--- src/rtl/mem_port_arbiter.sv ---
// Round-robin arbiter sharing one memory port between two requesters.
// Optional grant locking is built only when ARB_LOCK_EN is defined.
module mem_port_arbiter #(
    parameter int unsigned MAX_LOCK = 4
) (
    input  logic        clk,
    input  logic        rst,
    input  logic        req0,
    input  logic        req1,
    input  logic [63:0] ain0,
    input  logic [63:0] ain1,
    input  logic [63:0] din0,
    input  logic [63:0] din1,
    input  logic        wren0,
    input  logic        wren1,
    input  logic        lock0,
    input  logic        lock1,
    output logic        gnt0,
    output logic        gnt1,
    output logic        rvalid0,
    output logic        rvalid1,
    output logic [63:0] rdata0,
    output logic [63:0] rdata1,
    output logic [63:0] mem_ain,
    output logic [63:0] mem_din,
    output logic        mem_wren,
    input  logic [63:0] mem_dout
);

    logic       last_q, last_d;
    logic [1:0] pend_q, pend_d;  // {valid, owner}
    logic       gnt_any;
    logic       win;
    logic       win_wren;

`ifdef ARB_LOCK_EN
    logic       lk_vld_q, lk_vld_d;
    logic       lk_own_q, lk_own_d;
    logic [3:0] lk_cnt_q, lk_cnt_d;
    logic       lk_force;
    logic       lk_refuse;
    logic       win_lock;

    always_comb begin
        lk_force  = lk_vld_q && (lk_own_q ? req1 : req0);
        // The lock is refused only when the streak is full and the other side waits.
        lk_refuse = (lk_cnt_q >= 4'(MAX_LOCK)) && (lk_own_q ? req0 : req1);
    end
`else
    logic unused_lock;
    assign unused_lock = lock0 ^ lock1;
`endif

    always_comb begin
        gnt_any = !rst && (req0 || req1);
        if (req0 && req1) begin
            win = ~last_q;
        end else begin
            win = req1;
        end
`ifdef ARB_LOCK_EN
        if (lk_force) begin
            win = lk_refuse ? ~lk_own_q : lk_own_q;
        end
`endif
    end

    always_comb begin
        gnt0     = gnt_any && !win;
        gnt1     = gnt_any && win;
        win_wren = win ? wren1 : wren0;
        mem_ain  = gnt_any ? (win ? ain1 : ain0) : 64'd0;
        mem_din  = gnt_any ? (win ? din1 : din0) : 64'd0;
        mem_wren = gnt_any && win_wren;
        last_d   = gnt_any ? win : last_q;
        pend_d   = {gnt_any && !win_wren, win};
    end

    always_comb begin
        rvalid0 = !rst && pend_q[1] && !pend_q[0];
        rvalid1 = !rst && pend_q[1] && pend_q[0];
        rdata0  = rvalid0 ? mem_dout : 64'd0;
        rdata1  = rvalid1 ? mem_dout : 64'd0;
    end

    always_ff @(posedge clk) begin
        if (rst) begin
            last_q <= 1'b1;
            pend_q <= 2'b00;
        end else begin
            last_q <= last_d;
            pend_q <= pend_d;
        end
    end

`ifdef ARB_LOCK_EN
    always_comb begin
        win_lock = win ? lock1 : lock0;
        lk_vld_d = gnt_any && win_lock;
        lk_own_d = win;
        lk_cnt_d = 4'd0;
        if (gnt_any && win_lock) begin
            if (lk_vld_q && (lk_own_q == win)) begin
                lk_cnt_d = (lk_cnt_q == 4'hF) ? 4'hF : lk_cnt_q + 4'd1;
            end else begin
                lk_cnt_d = 4'd1;
            end
        end
    end

    always_ff @(posedge clk) begin
        if (rst) begin
            lk_vld_q <= 1'b0;
            lk_own_q <= 1'b0;
            lk_cnt_q <= 4'd0;
        end else begin
            lk_vld_q <= lk_vld_d;
            lk_own_q <= lk_own_d;
            lk_cnt_q <= lk_cnt_d;
        end
    end
`endif

endmodule

--- config.mk ---
export PLATFORM = sky130hd
export DESIGN_NAME = mem_port_arbiter
export DESIGN_NICKNAME = d
export VERILOG_FILES = /design/src/rtl/mem_port_arbiter.sv
export SDC_FILE = /design/constraint.sdc
export NUM_CORES = 1
export LEC_CHECK = 0
export CAP_MARGIN = 5
export CORE_AREA = 2 2 226 228
export DETAILED_ROUTE_END_ITERATION = 8
export DIE_AREA = 0 0 228 230
export PLACE_DENSITY_LB_ADDON = 0.1
export SYNTH_ARGS = -nofsm -noshare
export SYNTH_HDL_FRONTEND = slang
export SYNTH_SLANG_ARGS = --single-unit
--- constraint.sdc ---
create_clock -name clk -period 1.3 [get_ports clk]
set_input_delay 0.195 -clock clk [delete_from_list [all_inputs] [get_ports clk]]
set_output_delay 0.195 -clock clk [all_outputs]
set_load 0.03 [all_outputs]
==> out/results.tsv <==
stage	metric	value	unit
cts	root_buffer	clkbuf_16	
synthesis	yosysUniqueCellTypes	17	
timing	post-route-period-util	137	%
floorplan	io_pins	589	
layout	regArea	68.8	um2
timing	finalHoldViolCount	0	
global_route	met2_usage	20.9	%
synthesis	syn_avg_cell_area	6.11	um2
layout	multi_input_area	0.00400	mm2
synthesis	synth_largest_area_cell	a32oi_1	
global_route	grt_pass1_vias	6237	
cts	clkTransAtPathRegs	0.04	ns
synthesis	synth_area	0.00290	mm2
global_route	overflow	0	
global_route	grt_usage	10.9	%
worst_setup_path	max_stage_delay	0.36	ns
timing	fmax	0.560	GHz
outcome	violations	setup timing	
cts	cts_max_level	1	
worst_setup_path	worstPathRequired	1.11	ns
floorplan	chipHeight	230	um
synthesis	ys_seq_area_share	2.07	%
synthesis	synthTopCellsByArea	a32oi_1 39%, and2_1 27%, nor2_1 17%, buf_2 4.8%, clkbuf_1 4.4%	
power	power.density	389	mW/mm2
cts	cts_num_sinks	3	
worst_setup_path	cp_max_fo	12	
global_route	grt_first_pass_wirelength	43300	um
synthesis	syn-num-nets	803	
floorplan	rows	82	
worst_setup_path	worstPathArrival	1.59	ns
placement	finalWeightedCongestion	0.807	
drt	dr_total_vias	6348	
synthesis	synthCells	475	
timing	finalCriticalPeriod	1.78	ns
worst_setup_path	crit_slowest_cell	dfxtp_4	
worst_setup_path	cp-end-kind	output port	
cts	cts.path.max_buffers	2	
worst_setup_path	crit_type	reg -> out	
timing	setup_viol_count_final	261	
power	power.leakage	4.76	nW
global_route	met1_usage	11.8	%
drt	drc	0	
drt	vias_per_cell	3.64	
global_route	antenna_found_initial	0	
placement	dpl.hpwl	24800	um
cts	numCtsBuffers	3	
layout	drive_above_1_share	66.2	%
synthesis	synth-seq-cells	3	
cts	clock_latency	0.24	ns
drt	drt-pass1-iter-count	4	
outcome	run_status	finished with violations	
power	ir_worst_vdd	0.338	mV
global_route	busiest_layer	met2	
synthesis	yosysTopAreaCellShare	38.9	%
layout	num-fill-cells	5478	
global_route	grt_max_degree	77	
cts	tritoncts	built	
timing	rsz0062_at_grt	yes	
hold_path	min_path_type	in -> reg	
global_route	use_met3	3.44	%
power	power	4.87	mW
placement	dp_cells	1700	
floorplan	dieWidth	228	um
job	maxCapViolations	0	
synthesis	ys_warn_count	0	
layout	area_growth	331	%
layout	fin_nets	1400	
worst_setup_path	path_cells	nand2b_4 > buf_12 > buf_16 > a32oi_4 > nor2_2 > buf_6	
timing	maxSlewHeadroom	60.6	%
floorplan	core	0.0499	mm2
timing	skew	0.0128	ns
layout	diodes	0	
drt	drt_iter0_drc	128	
drt	post_drt_wl_per_cell	19.7	um
floorplan	die-area	0.0524	mm2
layout	fin_cells	1743	
timing	worst_slack	-0.484	ns
timing	tightest_slew	0.592	ns
drt	routed_wl	34400	um
floorplan	initial_utilization	5.82	%
worst_setup_path	startpoint_type	register	
drt	ant_nets	0	
worst_setup_path	reg2reg_slack	0.12	ns
placement	io_buffers	586	
timing	drv_slew	0	
-- state kept, by name (all words and copies together), names as in the netlist --
signal / cells
pend_q: 2
last_q: 1
-- per-stage QoR --
step	hold slack [ns]	utilization [%]	setup slack [ns]	cell area (um2)	setup TNS (ns)
after global routing	0.516	25.1	-0.554	12500	-112.53
after floorplan	0.297	-	-0.0920	3490	-7.86
after global placement	0.539	19.5	-0.672	9720	-92.94
final	0.437	25.1	-0.484	12500	-99.23
after CTS	0.414	21.3	-0.514	10600	-102.76
after detailed placement	0.542	19.5	-0.706	9720	-98.25
-- final timing paths --
path,start,to,cells past startpoint
min reg2reg,last_q,last_q,3
min,req1,last_q,3
max reg2reg,last_q,pend_q[1],6
max,last_q,mem_ain[34],6
-- timing repair --
item / CTS / global route
resized for setup: 134 / 362
hold buffers: 0 / 0
gates cloned: 4 / 24
pin swaps: 25 / 157
setup buffers: 5 / 7
endpoints found under the setup margin: 262 / 262
-- cell type report --
type,instances,area share [%]
Multi-Input combinational cell,402,32.0
Sequential cell,3,0.550
Tap cell,672,6.72
Timing Repair Buffer,662,60.1
Clock buffer,4,0.630
-- per-layer routing --
layer | vias to the layer above | share of wire [%]
li1 | 2972 | -
met5 | - | 0
met2 | 324 | 54
met3 | 23 | 7.0
met1 | 3029 | 38
met4 | 0 | 1.5
-- cells in the final DEF (no fill, tap or decap), drive strengths merged, types with 2 or more instances in the layout --
cell | synthesis | layout
a32oi | 129 | 129
nor2 | 131 | 131
and2 | 126 | 126
nor3b | 2 | 2
clkdlybuf4s50 | 0 | 322
buf | 37 | 320
dfxtp | 3 | 3
nand2 | 4 | 4
nor2b | 2 | 2
clkbuf | 34 | 22
nand2b | 2 | 3
-- where the power goes --
group | leakage [nW] | internal, mW | switching (mW)
Clock | 0.0382 | 0.409 | 0.131
Combinational | 4.70 | 2.26 | 1.96
Sequential | 0.0260 | 0.0979 | 0.00867
-- cell families (layout without fill, tap and decap cells) --
| kind of cell | count (synthesis) | after routing | synth area share (%) |
|---|---|---|---|
| AO/OA/AOI/OAI | 132 | 132 | 39.7 |
| buffers and inverters | 71 | 666 | 11.6 |
| flip-flops | 3 | 3 | 2.07 |
| AND/OR/NAND/NOR | 269 | 270 | 46.6 |
-- cell usage after synthesis --
cell type / n
and3b_1: 1
o31ai_1: 1
nor2_1: 131
clkbuf_1: 34
nor2b_1: 2
a32oi_1: 129
buf_4: 9
nor3_1: 1
nor3b_1: 1
dfxtp_1: 3
o21ai_0: 1
nand2b_1: 2
buf_2: 28
and2_1: 126
a21boi_2: 1
nor3b_2: 1
nand2_1: 4
-- worst max-delay path, delay by kind of cell, from the launching register on --
kind | cells | cell delay, ns
flip-flops | 1 | 0.36
AO/OA/AOI/OAI | 1 | 0.25
AND/OR/NAND/NOR | 2 | 0.25
buffers and inverters | 3 | 0.48
Note: power is estimated with default switching activity, not from simulation.
